**src/rtl/uart_pkg.sv**
```systemverilog
// uart_pkg: definitions shared by the UART byte transmitter and receiver.
//   - Baud_Set encoding (3 bits). Codes 5..7 fall back to 9600.
//   - baud_div(): converts a clock frequency and a rate select into the 16-bit
//     bit-period divisor. The divisor is BIT_CYC-1, where BIT_CYC = clk_hz / baud
//     using integer division.
//   - tx_state_e: transmitter FSM states.
// uart_byte_rx is expected to build its Bps_DR table from these same constants.
package uart_pkg;

  localparam logic [2:0] BAUD_9600   = 3'd0;
  localparam logic [2:0] BAUD_19200  = 3'd1;
  localparam logic [2:0] BAUD_38400  = 3'd2;
  localparam logic [2:0] BAUD_57600  = 3'd3;
  localparam logic [2:0] BAUD_115200 = 3'd4;

  typedef enum logic [1:0] {
    IDLE  = 2'd0,
    START = 2'd1,
    DATA  = 2'd2,
    STOP  = 2'd3
  } tx_state_e;

  // clk_hz is always a parameter at the call site. Each branch therefore folds
  // to a constant, and the hardware cost is just a mux of five values.
  function automatic logic [15:0] baud_div(input int unsigned clk_hz, input logic [2:0] sel);
    int unsigned bit_cyc;
    case (sel)
      BAUD_19200:  bit_cyc = clk_hz / 32'd19200;
      BAUD_38400:  bit_cyc = clk_hz / 32'd38400;
      BAUD_57600:  bit_cyc = clk_hz / 32'd57600;
      BAUD_115200: bit_cyc = clk_hz / 32'd115200;
      default:     bit_cyc = clk_hz / 32'd9600;
    endcase
    return 16'(bit_cyc - 32'd1);
  endfunction

endpackage

```
**src/rtl/uart_tx_baud_div.sv**
```systemverilog
// uart_tx_baud_div: bit-period divider for the UART transmitter.
//   Clk        - system clock, rising edge
//   Reset_n    - asynchronous active-low reset
//   en_i       - count enable (high while a frame is in flight)
//   div_i      - terminal count (BIT_CYC-1), held stable for the frame
//   bit_tick_o - one-cycle pulse in the last cycle of each bit period
// The counter runs 0..div_i while enabled. It wraps to 0 at terminal count
// and is held at 0 while disabled, so every frame starts on a fresh period.
module uart_tx_baud_div (
  input  logic        Clk,
  input  logic        Reset_n,
  input  logic        en_i,
  input  logic [15:0] div_i,
  output logic        bit_tick_o
);

  logic [15:0] cnt_q, cnt_d;
  logic        at_term;

  assign at_term = (cnt_q == div_i);

  always_comb begin
    cnt_d = cnt_q;
    if (!en_i) begin
      cnt_d = '0;
    end else if (at_term) begin
      cnt_d = '0;
    end else begin
      cnt_d = cnt_q + 16'd1;
    end
  end

  always_ff @(posedge Clk or negedge Reset_n) begin
    if (!Reset_n) begin
      cnt_q <= '0;
    end else begin
      cnt_q <= cnt_d;
    end
  end

  assign bit_tick_o = en_i & at_term;

endmodule

```
**src/rtl/uart_byte_tx.sv**
```systemverilog
// uart_byte_tx: transmits one 8N1 UART frame per request.
//   Clk        - system clock, rising edge
//   Reset_n    - asynchronous active-low reset
//   Baud_Set   - rate select (see uart_pkg), latched when a request is accepted
//   Send_En    - one-cycle request, accepted only while uart_state is low
//   Data       - byte to send, latched when a request is accepted
//   uart_tx    - serial line, idle high (registered)
//   Tx_Done    - one-cycle pulse in the first idle cycle after the stop bit
//   uart_state - busy flag, high from the cycle after acceptance through the stop bit
// The frame is: start bit 0, D0..D7 LSB first, stop bit 1. Each bit lasts
// BIT_CYC clock cycles. All outputs are flops. Their next values are computed
// from the next FSM state, so the line changes on the same edge as the state.
module uart_byte_tx
  import uart_pkg::*;
#(
  parameter int unsigned CLK_FREQ_HZ = 50000000
) (
  input  logic       Clk,
  input  logic       Reset_n,
  input  logic [2:0] Baud_Set,
  input  logic       Send_En,
  input  logic [7:0] Data,
  output logic       uart_tx,
  output logic       Tx_Done,
  output logic       uart_state
);

  tx_state_e   state_q, state_d;
  logic [2:0]  bit_idx_q, bit_idx_d;
  logic [7:0]  data_q;
  logic [15:0] baud_div_q;
  logic        accept;
  logic        bit_tick;
  logic        uart_tx_d, tx_done_d, busy_d;

  // uart_state is low exactly when the FSM is in IDLE.
  // A request in the Tx_Done cycle is therefore accepted.
  assign accept = Send_En & (state_q == IDLE);

  uart_tx_baud_div u_baud_div (
    .Clk        (Clk),
    .Reset_n    (Reset_n),
    .en_i       (state_q != IDLE),
    .div_i      (baud_div_q),
    .bit_tick_o (bit_tick)
  );

  // Request latch: changes to Data and Baud_Set mid-frame are invisible.
  always_ff @(posedge Clk or negedge Reset_n) begin
    if (!Reset_n) begin
      data_q     <= '0;
      baud_div_q <= '0;
    end else if (accept) begin
      data_q     <= Data;
      baud_div_q <= baud_div(CLK_FREQ_HZ, Baud_Set);
    end
  end

  // State register.
  always_ff @(posedge Clk or negedge Reset_n) begin
    if (!Reset_n) begin
      state_q   <= IDLE;
      bit_idx_q <= '0;
    end else begin
      state_q   <= state_d;
      bit_idx_q <= bit_idx_d;
    end
  end

  // Next-state logic.
  always_comb begin
    state_d   = state_q;
    bit_idx_d = bit_idx_q;
    unique case (state_q)
      IDLE: begin
        if (accept) begin
          state_d   = START;
          bit_idx_d = '0;
        end
      end
      START: begin
        if (bit_tick) begin
          state_d   = DATA;
          bit_idx_d = '0;
        end
      end
      DATA: begin
        if (bit_tick) begin
          bit_idx_d = bit_idx_q + 3'd1;
          if (bit_idx_q == 3'd7) begin
            state_d = STOP;
          end
        end
      end
      STOP: begin
        if (bit_tick) begin
          state_d = IDLE;
        end
      end
      default: state_d = IDLE;
    endcase
  end

  // Output logic. It is decoded from the next state so that the registered
  // outputs line up with state_q.
  always_comb begin
    uart_tx_d = 1'b1;
    busy_d    = (state_d != IDLE);
    tx_done_d = (state_q == STOP) & bit_tick;
    unique case (state_d)
      START:   uart_tx_d = 1'b0;
      DATA:    uart_tx_d = data_q[bit_idx_d];
      default: uart_tx_d = 1'b1;
    endcase
  end

  // Output registers. Reset forces the line high at once and abandons the frame.
  always_ff @(posedge Clk or negedge Reset_n) begin
    if (!Reset_n) begin
      uart_tx    <= 1'b1;
      Tx_Done    <= 1'b0;
      uart_state <= 1'b0;
    end else begin
      uart_tx    <= uart_tx_d;
      Tx_Done    <= tx_done_d;
      uart_state <= busy_d;
    end
  end

endmodule

```
**config.mk**
```make
export PLATFORM = sky130hd
export DESIGN_NAME = uart_byte_tx
export DESIGN_NICKNAME = d
export VERILOG_FILES = /design/src/rtl/uart_pkg.sv /design/src/rtl/uart_tx_baud_div.sv /design/src/rtl/uart_byte_tx.sv
export SDC_FILE = /design/constraint.sdc
export NUM_CORES = 1
export LEC_CHECK = 0
export ABC_AREA = 0
export CAP_MARGIN = 10
export CORE_ASPECT_RATIO = 0.5
export CORE_UTILIZATION = 50
export CTS_CLUSTER_DIAMETER = 60
export CTS_CLUSTER_SIZE = 24
export DETAILED_ROUTE_END_ITERATION = 10
export DONT_BUFFER_PORTS = 1
export GPL_TIMING_DRIVEN = 0
export MAX_ROUTING_LAYER = met4
export PLACE_DENSITY_LB_ADDON = 0.08
export SLEW_MARGIN = 20
export SYNTH_ARGS = -nofsm -noshare
export SYNTH_HDL_FRONTEND = slang
export SYNTH_HIERARCHICAL = 1
export SYNTH_SLANG_ARGS = --single-unit
```
**constraint.sdc**
```tcl
create_clock -name Clk -period 6.55 [get_ports Clk]
set_input_delay 1.965 -clock Clk [delete_from_list [all_inputs] [get_ports Clk]]
set_output_delay 1.965 -clock Clk [all_outputs]
set_load 0.05 [all_outputs]
```
==> metrics.md, run 1 <==
| Metric | Value |
|---|---|
| Outcome | `finished clean` |
| Post-cts resize count | `0` |
| Post-Route Utilization | `58.0%` |
| Area share of the largest cell type after synthesis | `48.8%` |
| CP startpoint kind | `register` |
| Die W | `100 um` |
| Most common cell in the synthesized netlist | `dfrtp_1` |
| Hold slack | `0.501 ns` |
| Final cell count without fillers | `297` |
| Largest net degree at the start of global routing | `49` |
| Post-placement cell area | `2490 um2` |
| Post-Synthesis Cell Area | `2410 um2` |
| Pwr Total | `0.981 mW` |
| Global-route wire length before repair | `7.02 mm` |
| TNS Setup | `0 ns` |
| Leak | `1.13 nW` |
| Global route overflow | `0` |
| Final Cycle Share | `45.2%` |
| Worst slew margin | `62.9%` |
| DRC viols | `0` |
| # clock sinks | `48` |
| Initial DRC count | `57` |
| Final WS setup | `3.59 ns` |
| Port Buffer Count | `0` |
| Hold Crit Class | `reg2reg` |
| ANT nets after route | `0` |
| Vias | `1569` |
| CTS tree | `done` |
| Final wirelength | `4.28 mm` |
| FP Rows | `17` |
| CP Data Required Time | `4.59 ns` |
| Setup Crit Path Kind | `reg2out` |
| Max rail drop VDD | `139 uV` |
| Busiest grt layer | `met2` |
| PwrDens | `375 nW/um2` |
| Vias in the first global route | `1467` |
| Arrival time worst endpoint | `1.00 ns` |
| Die footprint | `5120 um2` |
| I/O pin total | `17` |
| Crit path time final | `2.96 ns` |
| Crit. End Element | `output pin` |
| Placed Cells | `289` |
| CTS Buf Count | `5` |
| RSZ-0062 raised after global routing | `no` |
| Final Max Slew Viols | `0` |
| Sequential element share of the synthesized area | `49.9%` |
| Synth area leaders | `dfrtp_1 49%, xnor2_1 8.7%, mux2_2 4.7%` |
| H-tree lvl count | `2` |
| Hold Vio Cnt, Final | `0` |
| Mean Syn Cell Area | `10.8 um2` |
| HPWL after DPL | `3.13 mm` |
| Max_cap viols | `0` |
| Initial Util | `53.5%` |
| Net Count, Synth | `242` |
| Met2 Usage GRT | `28.9%` |
| Post-synthesis register bit count | `48` |
| Cells after Synth | `223` |
| Met1 usage | `25.4%` |
| Total Routing Usage GR | `19.2%` |
| # diodes | `0` |
| Routing usage on met3 | `4.92%` |
| Slew @ Worst Pin | `0.554 ns` |
| Share of layout cells above drive strength 1 | `16.0%` |
| Synth async-reset ratio | `100%` |
| Total Nets Final | `249` |
| Reg clk slew, reported paths | `0.09 ns` |
| Area growth from synthesis to layout | `8.46%` |
| Die height | `51.1 um` |
| Setup Fix Bufs, Post-CTS | `0` |
| Area leader, netlist | `dfrtp_1` |
| Synth cell types | `44` |
| Final Skew | `0.00931 ns` |
| Initial antenna violation count | `0` |
| Vias per inst | `5.28` |
| Max Fanout on Critical Path | `1` |
| Root Buffer | `clkbuf_8` |
| DR WL/cell | `14.4 um` |
| Core ar. | `4510 um2` |
| Most frequent cells after synthesis | `47 x dfrtp_1, 25 x nor2_1, 24 x xnor2_1` |
| Max Clock Freq | `338 MHz` |
| EDFF count, synth | `0` |
| # setup viols final | `0` |
| Warnings, synthesis | `6` |
| Main flop type after synthesis | `dfrtp_1` |
| Routability cong. | `0.824` |
| Pre-CTS WS | `3.34 ns` |
| CTS Buffer Depth | `2` |
| DR pass1 iterations | `4` |
| Hold buffers post-CTS | `0` |
| Worst-Skew Late Latency | `0.31 ns` |
| Post-route design area | `2620 um2` |
sequential cells by signal (all words and copies together) (netlist names):
signal            cells
baud_div_q           16
uart_state            1
Tx_Done               1
data_q                8
bit_idx_q             3
u_baud_div/cnt_q     16
uart_tx               1
state_q               2
layer usage:
metal	part of all wire [%]	wire, um
met1	51	2200
met5	0	0
met4	1.3	57
met3	3.8	162
met2	43	1860
power breakdown:
part | internal [mW] | switching [mW]
combinational | 0.139 | 0.141
clock | 0.125 | 0.102
sequential | 0.385 | 0.0883
total | 0.649 | 0.332
layout make-up:
type,count,area [um2]
clock buffer,6,82.6
inverter,8,30.0
tap,66,82.6
fill,407,1890
multi-input combinational,161,1150
clock inverter,2,38.8
buffer,6,31.3
sequential,48,1200
cells in the final DEF (no fill, tap or decap), types with 2 or more instances in the layout:
master | netlist | routed
xnor2_1 | 24 | 24
and3_1 | 3 | 3
o31ai_1 | 4 | 4
nand4_1 | 5 | 5
a32o_2 | 2 | 2
nor2b_1 | 2 | 2
nand2b_1 | 5 | 5
o21ai_0 | 10 | 10
inv_1 | 7 | 7
nor2_1 | 25 | 25
mux2i_1 | 5 | 5
nand2_1 | 18 | 18
clkbuf_1 | 4 | 4
and2_1 | 3 | 3
and3_2 | 2 | 2
xor2_1 | 7 | 7
nand3_1 | 6 | 6
dfrtp_1 | 47 | 47
mux2_2 | 10 | 10
nand3_2 | 2 | 2
clkbuf_8 | 0 | 6
a21oi_1 | 5 | 5
ha_1 | 5 | 5
cells by family (layout without fill, tap and decap cells):
logic type                 after synthesis  in the layout  share of synthesized area [%]
DFF                                     48             48                           49.9
and+or+nand+nor                         83             83                           18.0
muxes                                   16             16                           7.68
adders and majority gates                5              5                           2.59
buffers and inverters                   14             22                           2.54
AOI/OAI and AO/OA                       26             26                           8.04
xor gates and xnor gates                31             31                           11.3
worst paths after layout:
path / start / end / slack (ns) / depth (start not counted)
max: uart_tx / uart_tx / 3.59 / 0
min: baud_div_q[0] / baud_div_q[0] / 0.50 / 1
max reg2reg: u_baud_div/cnt_q[7] / uart_tx / 3.75 / 12
min reg2reg: baud_div_q[0] / baud_div_q[0] / 0.50 / 1
max in group asynchronous: Reset_n / uart_tx / 5.04 / 0
min in group asynchronous: Reset_n / bit_idx_q[0] / 1.34 / 0
Note: power is estimated with default switching activity, not from simulation.
==> inputs of run 2 (changes only) <==
- ABC_AREA: 0 -> 1
- clock period: 6.55 -> 2.62 ns (I/O delays scaled with it)
==> metrics.md, run 2 <==
| Metric | Value |
|---|---|
| Routability cong. | `0.849 (was 0.824)` |
| Cell internal pwr | `1.40 mW (was 0.649 mW)` |
| Final Skew | `0.00392 ns (was 0.00931 ns)` |
| Post-Synthesis Cell Area | `2710 um2 (was 2410 um2)` |
| Initial Util | `53.4% (was 53.5%)` |
| Die footprint | `5730 um2 (was 5120 um2)` |
| EDFF count, synth | `0 (unchanged)` |
| # clock sinks | `48 (unchanged)` |
| Commonest cells after routing, fill and taps aside | `103 x nand2_1, 55 x inv_1, 52 x nor2_1 (was 47 x dfrtp_1, 25 x nor2_1, 24 x xnor2_1)` |
| Setup Crit Path Kind | `reg2reg (was reg2out)` |
| CP Data Required Time | `2.86 ns (was 4.59 ns)` |
| Sequential element share of the synthesized area | `44.4% (was 49.9%)` |
| Critical path cell sequence | `inv_1, nand2_1, nand2_1, nor2_1, nand2_1, nor2_1, nand2_2, nor2_4, inv_2, ha_1, inv_1, nand3_1, nand2_1, clkinv_2, nand2_4, nand2_1, nand3_1, nand3_1, nand3_1, nand2_1` |
| Pre-CTS WS | `-0.0763 ns (was 3.34 ns)` |
| Cells after Synth | `358 (was 223)` |
| Share of layout cells above drive strength 1 | `12.5% (was 16.0%)` |
| Area share of the largest cell type after synthesis | `43.5% (was 48.8%)` |
| Mux contribution to synthesized area | `0% (was 7.68%)` |
| Worst slew margin | `70.5% (was 62.9%)` |
| Hold slack | `0.167 ns (was 0.501 ns)` |
| Most common cell in the synthesized netlist | `nand2_1 (was dfrtp_1)` |
| Global-route wire length before repair | `8.57 mm (was 7.02 mm)` |
| Post-placement cell area | `2790 um2 (was 2490 um2)` |
| Max_cap viols | `0 (unchanged)` |
| Leak | `1.52 nW (was 1.13 nW)` |
| Hold buffers post-CTS | `0 (unchanged)` |
| # diodes | `0 (unchanged)` |
| Initial antenna violation count | `0 (unchanged)` |
| Sw Share | `37.0% (was 33.9%)` |
| Core ar. | `5070 um2 (was 4510 um2)` |
| FP Rows | `18 (was 17)` |
| Reg clk slew, reported paths | `0.10 ns (was 0.09 ns)` |
| Biggest regs | `baud_div_q x16, u_baud_div/cnt_q x16, data_q x8 (unchanged)` |
| DR WL/cell | `12.4 um (was 14.4 um)` |
| Synth async-reset ratio | `100% (unchanged)` |
| Arrival time worst endpoint | `2.63 ns (was 1.00 ns)` |
| Vias | `2127 (was 1569)` |
| Critical path's top delay family | `simple AND/OR/NAND/NOR gates` |
| I/O pin total | `17 (unchanged)` |
| Most frequent standard cell in the layout excluding fill and tap cells | `nand2_1 (was dfrtp_1)` |
| Sequential group share of total power | `47.7% (was 48.2%)` |
| Total Nets Final | `386 (was 249)` |
| Port Buffer Count | `0 (unchanged)` |
| Slew @ Worst Pin | `0.443 ns (was 0.554 ns)` |
| Initial DRC count | `90 (was 57)` |
| Placed Cells | `428 (was 289)` |
| XOR/XNOR Fraction of Synth Area | `4.85% (was 11.3%)` |
| HPWL after DPL | `3.99 mm (was 3.13 mm)` |
| Die W | `106 um (was 100 um)` |
| CP startpoint kind | `register (unchanged)` |
| Global route overflow | `0 (unchanged)` |
| Crit path time final | `2.39 ns` |
| Post-Synth Adder-Cell Area | `2.31% (was 2.59%)` |
| Worst-Skew Late Latency | `0.30 ns (was 0.31 ns)` |
| Root Buffer | `clkbuf_8 (unchanged)` |
| Final cell count without fillers | `438 (was 297)` |
| Switching Power | `0.825 mW (was 0.332 mW)` |
| Synth area leaders | `dfrtp_1 43%, nand2_1 14%, inv_1 7.6% (was dfrtp_1 49%, xnor2_1 8.7%, mux2_2 4.7%)` |
| Final Cycle Share | `91.3%` |
| Hold Vio Cnt, Final | `0 (unchanged)` |
| Crit. End Element | `register (was output pin)` |
| Complex-gate fraction of the synthesized area | `5.09% (was 8.04%)` |
| DRC viols | `0 (unchanged)` |
| CP max stage delay | `0.43 ns` |
| Largest net degree at the start of global routing | `49 (unchanged)` |
| Die height | `54.0 um (was 51.1 um)` |
| Vias in the first global route | `1851 (was 1467)` |
| CTS Buffer Depth | `2 (unchanged)` |
| Comb pwr share | `30.8% (was 28.6%)` |
| Outcome | `finished clean (unchanged)` |
| Pwr Total | `2.23 mW (was 0.981 mW)` |
| Mean Syn Cell Area | `7.56 um2 (was 10.8 um2)` |
| Final wirelength | `5.43 mm (was 4.28 mm)` |
| Largest family of logic cells by synthesized area | `simple AND/OR/NAND/NOR gates (unchanged)` |
| Max Clock Freq | `418 MHz` |
| Synth cell types | `33 (was 44)` |
| CTS tree | `done (unchanged)` |
| Hold Crit Class | `in2async (was reg2reg)` |
| Warnings, synthesis | `6 (unchanged)` |
| CP Buf/Inv Count | `4` |
| Max Fanout on Critical Path | `7 (was 1)` |
| Clock share of power | `21.5% (was 23.2%)` |
| Simple-gate share of the synthesized area | `33.3% (was 18.0%)` |
| Area growth from synthesis to layout | `7.86% (was 8.46%)` |
| Most common cell on crit path | `nand2_1` |
| # setup viols final | `0 (unchanged)` |
| Total Routing Usage GR | `20.5% (was 19.2%)` |
| Post-route design area | `2920 um2 (was 2620 um2)` |
| PwrDens | `764 nW/um2 (was 375 nW/um2)` |
| Slowest stage cell, crit path | `dfrtp_1` |
| Vias per inst | `4.86 (was 5.28)` |
| ANT nets after route | `0 (unchanged)` |
| DR pass1 iterations | `4 (unchanged)` |
| Register-to-register setup slack | `0.23 ns (was 3.75 ns)` |
| Max rail drop VDD | `420 uV (was 139 uV)` |
| Final WS setup | `0.228 ns (was 3.59 ns)` |
| Final Max Slew Viols | `0 (unchanged)` |
| Most frequent cells after synthesis | `104 x nand2_1, 55 x inv_1, 53 x nor2_1 (was 47 x dfrtp_1, 25 x nor2_1, 24 x xnor2_1)` |
| Post-synthesis register bit count | `48 (unchanged)` |
| H-tree lvl count | `2 (unchanged)` |
| Area leader, netlist | `dfrtp_1 (unchanged)` |
| CTS Buf Count | `5 (unchanged)` |
| Filler instances | `474 (was 407)` |
| Main flop type after synthesis | `dfrtp_1 (unchanged)` |
| Net Count, Synth | `377 (was 242)` |
run 2: cell types whose count changed after synthesis, sizes merged, moves of 6 or more:
cell and delta:
inv +51, mux2 -10, nand2 +95, nand3 +14, nor2 +31, o21ai +8
xnor2 -22, xor2 +6
run 2: final timing paths:
check	startpoint	endpoint	cells after the start
setup / recovery	u_baud_div/cnt_q[8]	uart_tx	20
hold / removal	Reset_n	u_baud_div/cnt_q[8]	0
setup reg to reg	u_baud_div/cnt_q[8]	uart_tx	20
hold reg to reg	data_q[6]	data_q[6]	2
max in group asynchronous	Reset_n	uart_tx	0
min in group Clk	data_q[6]	data_q[6]	2
run 2: final cells by class:
cell class | instances | area [um2] | share of cell area [%]
buffer | 6 | 45.0 | 1.54
clock buffer | 6 | 82.6 | 2.83
clock inverter | 2 | 15.0 | 0.514
inverter | 60 | 226 | 7.76
multi-input combinational | 244 | 1240 | 42.6
sequential | 48 | 1200 | 41.3
tap | 70 | 87.6 | 3.00
timing repair buffer | 2 | 15.0 | 0.514
run 2: cells by family after synthesis:
kind of cell	count (synthesis)
AOI/OAI and AO/OA	22
xor gates and xnor gates	15
adders and majority gates	5
buffers and inverters	66
DFF	48
and+or+nand+nor	202
run 2: stage by stage:
stage / utilization (%) / TNS [ns]
3_3_place_gp: 55.1 / -0.0245
6_report: 57.6 / 0
3_5_place_dp: 55.1 / -0.0763
2_1_floorplan: - / 0
4_1_cts: 57.1 / 0
5_1_grt: 57.6 / -0.0104
run 2: per-layer routing:
metal	up-vias	track usage, %	wire length, um	share of wire, %
met3	0	4.72	163	3.0
met1	996	27.7	2920	54
met4	0	3.47	0	0
met5	-	-	0	0
met2	30	32.5	2340	43
li1	1101	-	-	-
run 2: power groups by stage:
| stage | logic, mW | registers (mW) | clock network [mW] |
|---|---|---|---|
| 4_1_cts | 0.679 | 1.06 | 0.492 |
| 6_report | 0.687 | 1.06 | 0.479 |
| 2_1_floorplan | 0.577 | 1.02 | 0 |
| 5_1_grt | 0.804 | 1.08 | 0.524 |
| 3_5_place_dp | 0.677 | 1.07 | 0 |
| 3_3_place_gp | 0.656 | 1.07 | 0 |
run 2: timing repair:
item	CTS	global route
endpoints found under the setup margin	1	1
pin swaps	0	1
buffers inserted	0	2
gates resized for setup	1	4
==> inputs of run 3 (changes only) <==
- ABC_AREA: 1 -> default
==> metrics.md, run 3 (same netlist as run 1, synthesis figures left out) <==
| Metric | Value |
|---|---|
| Outcome | `finished clean (unchanged)` |
| Post-Route Utilization | `64.8% (was 57.6%)` |
| CTS Buf Count | `5 (unchanged)` |
| Final wirelength | `4.81 mm (was 5.43 mm)` |
| Die footprint | `5120 um2 (was 5730 um2)` |
| Core ar. | `4510 um2 (was 5070 um2)` |
| Max Clock Freq | `386 MHz (was 418 MHz)` |
| Root Buffer | `clkbuf_8 (unchanged)` |
| FP Rows | `17 (was 18)` |
| Total Nets Final | `280 (was 386)` |
| Final cell count without fillers | `328 (was 438)` |
| Initial DRC count | `54 (was 90)` |
| Area growth from synthesis to layout | `21.3% (was 7.86%)` |
| Crit. End Element | `register (unchanged)` |
| Most frequent standard cell in the layout excluding fill and tap cells | `dfrtp_1 (was nand2_1)` |
| Initial Util | `53.5% (was 53.4%)` |
| Max Fanout on Critical Path | `5 (was 7)` |
| Initial antenna violation count | `0 (unchanged)` |
| PwrDens | `968 nW/um2 (was 764 nW/um2)` |
| Setup Crit Path Kind | `reg2reg (unchanged)` |
| Max_cap viols | `0 (unchanged)` |
| RSZ-0062 raised after global routing | `yes` |
| DRC viols | `0 (unchanged)` |
| Pre-CTS WS | `-0.169 ns (was -0.0763 ns)` |
| Die height | `51.1 um (was 54.0 um)` |
| Final Cycle Share | `98.9% (was 91.3%)` |
| Port Buffer Count | `0 (unchanged)` |
| Vias in the first global route | `1531 (was 1851)` |
| CTS tree | `done (unchanged)` |
| I/O pin total | `17 (unchanged)` |
| Final Skew | `0.00927 ns (was 0.00392 ns)` |
| Routability cong. | `0.824 (was 0.849)` |
| Commonest cells after routing, fill and taps aside | `40 x dfrtp_1, 30 x buf_4, 24 x nor2_1 (was 103 x nand2_1, 55 x inv_1, 52 x nor2_1)` |
| Crit path time final | `2.59 ns (was 2.39 ns)` |
| Total Routing Usage GR | `20.2% (was 20.5%)` |
| CP startpoint kind | `register (unchanged)` |
| Largest net degree at the start of global routing | `49 (unchanged)` |
| Hold Crit Class | `in2async (unchanged)` |
| DR pass1 iterations | `4 (unchanged)` |
| Leak | `1.29 nW (was 1.52 nW)` |
| # diodes | `0 (unchanged)` |
| HPWL after DPL | `3.13 mm (was 3.99 mm)` |
| Global-route wire length before repair | `7.39 mm (was 8.57 mm)` |
| Biggest regs | `baud_div_q x16, u_baud_div/cnt_q x16, data_q x8 (unchanged)` |
| CP Data Required Time | `2.85 ns (was 2.86 ns)` |
| CTS Buffer Depth | `2 (unchanged)` |
| Reg clk slew, reported paths | `0.09 ns (was 0.10 ns)` |
| Pwr Total | `2.83 mW (was 2.23 mW)` |
| Vias | `1695 (was 2127)` |
| Die W | `100 um (was 106 um)` |
| Max rail drop VDD | `361 uV (was 420 uV)` |
| Worst-Skew Late Latency | `0.31 ns (was 0.30 ns)` |
| Share of layout cells above drive strength 1 | `32.8% (was 12.5%)` |
| ANT nets after route | `0 (unchanged)` |
| Arrival time worst endpoint | `2.83 ns (was 2.63 ns)` |
| Final WS setup | `0.0277 ns (was 0.228 ns)` |
| Vias per inst | `5.17 (was 4.86)` |
| H-tree lvl count | `2 (unchanged)` |
| Placed Cells | `289 (was 428)` |
| Slew @ Worst Pin | `0.495 ns (was 0.443 ns)` |
| Final Max Slew Viols | `0 (unchanged)` |
| R2R depth | `12 (was 20)` |
| # setup viols final | `0 (unchanged)` |
| DR WL/cell | `14.6 um (was 12.4 um)` |
| # clock sinks | `48 (unchanged)` |
| Global route overflow | `0 (unchanged)` |
| Hold Vio Cnt, Final | `0 (unchanged)` |
| Worst slew margin | `67.0% (was 70.5%)` |
| Filler instances | `368 (was 474)` |
==> run 3: routing by layer <==
metal	vias to the layer above	wire length [um]	GRT usage, %
li1	842	-	-
met4	0	67	6.52
met1	818	2370	26.1
met5	-	0	-
met3	9	147	5.06
met2	26	2220	31.6
==> run 3: cell type report <==
cell class / instances / area [um2] / area share [%]
Sequential cell: 48 / 1210 / 41.4
Multi-Input combinational cell: 161 / 1210 / 41.3
Timing Repair Buffer: 31 / 236 / 8.09
Clock buffer: 6 / 82.6 / 2.82
Tap cell: 66 / 82.6 / 2.82
Clock inverter: 2 / 38.8 / 1.33
Inverter: 8 / 32.5 / 1.11
Buffer: 6 / 31.3 / 1.07
==> run 3: critical path, cell delays in order (launching register included) <==
cell	delay (ns)
dfrtp_2	0.45
xnor2_1	0.18
nand4_1	0.16
nor2_1	0.14
and3_4	0.23
inv_4	0.04
ha_4	0.25
inv_2	0.03
mux4_2	0.52
mux2i_1	0.15
nand3b_1	0.10
nand3_2	0.09
o221ai_2	0.18
==> run 3: timing repair <==
item	in CTS	in global routing
setup endpoints to repair	1	11
pin swaps	5	16
buffers inserted	16	15
resized for setup	7	14
cloned	0	0
hold buffers	0	0
==> run 3: per-stage QoR <==
stage / setup TNS (ns) / hold slack (ns) / area, um2
detailed placement: -0.169 / 0.480 / 2490
CTS: 0 / 0.148 / 2750
floorplan: 0 / 0.456 / 2410
global placement: -0.165 / 0.479 / 2490
finish: 0 / 0.159 / 2920
global route: -0.0658 / 0.136 / 2920
==> run 3: final timing paths <==
kind / startpoint / end / slack (ns)
worst max-delay path: u_baud_div/cnt_q[2] / uart_tx / 0.03
worst min-delay path: Reset_n / bit_idx_q[0] / 0.16
worst max register to register: u_baud_div/cnt_q[2] / uart_tx / 0.03
worst min register to register: baud_div_q[0] / baud_div_q[0] / 0.50
max in group asynchronous: Reset_n / uart_tx / 2.29
min in group Clk: baud_div_q[0] / baud_div_q[0] / 0.50
==> run 3: report_power, final <==
group	switching, mW	internal (mW)	leakage [nW]	total, mW
clock network	0.256	0.312	0.0614	0.568
logic	0.461	0.613	0.636	1.07
registers	0.222	0.966	0.597	1.19
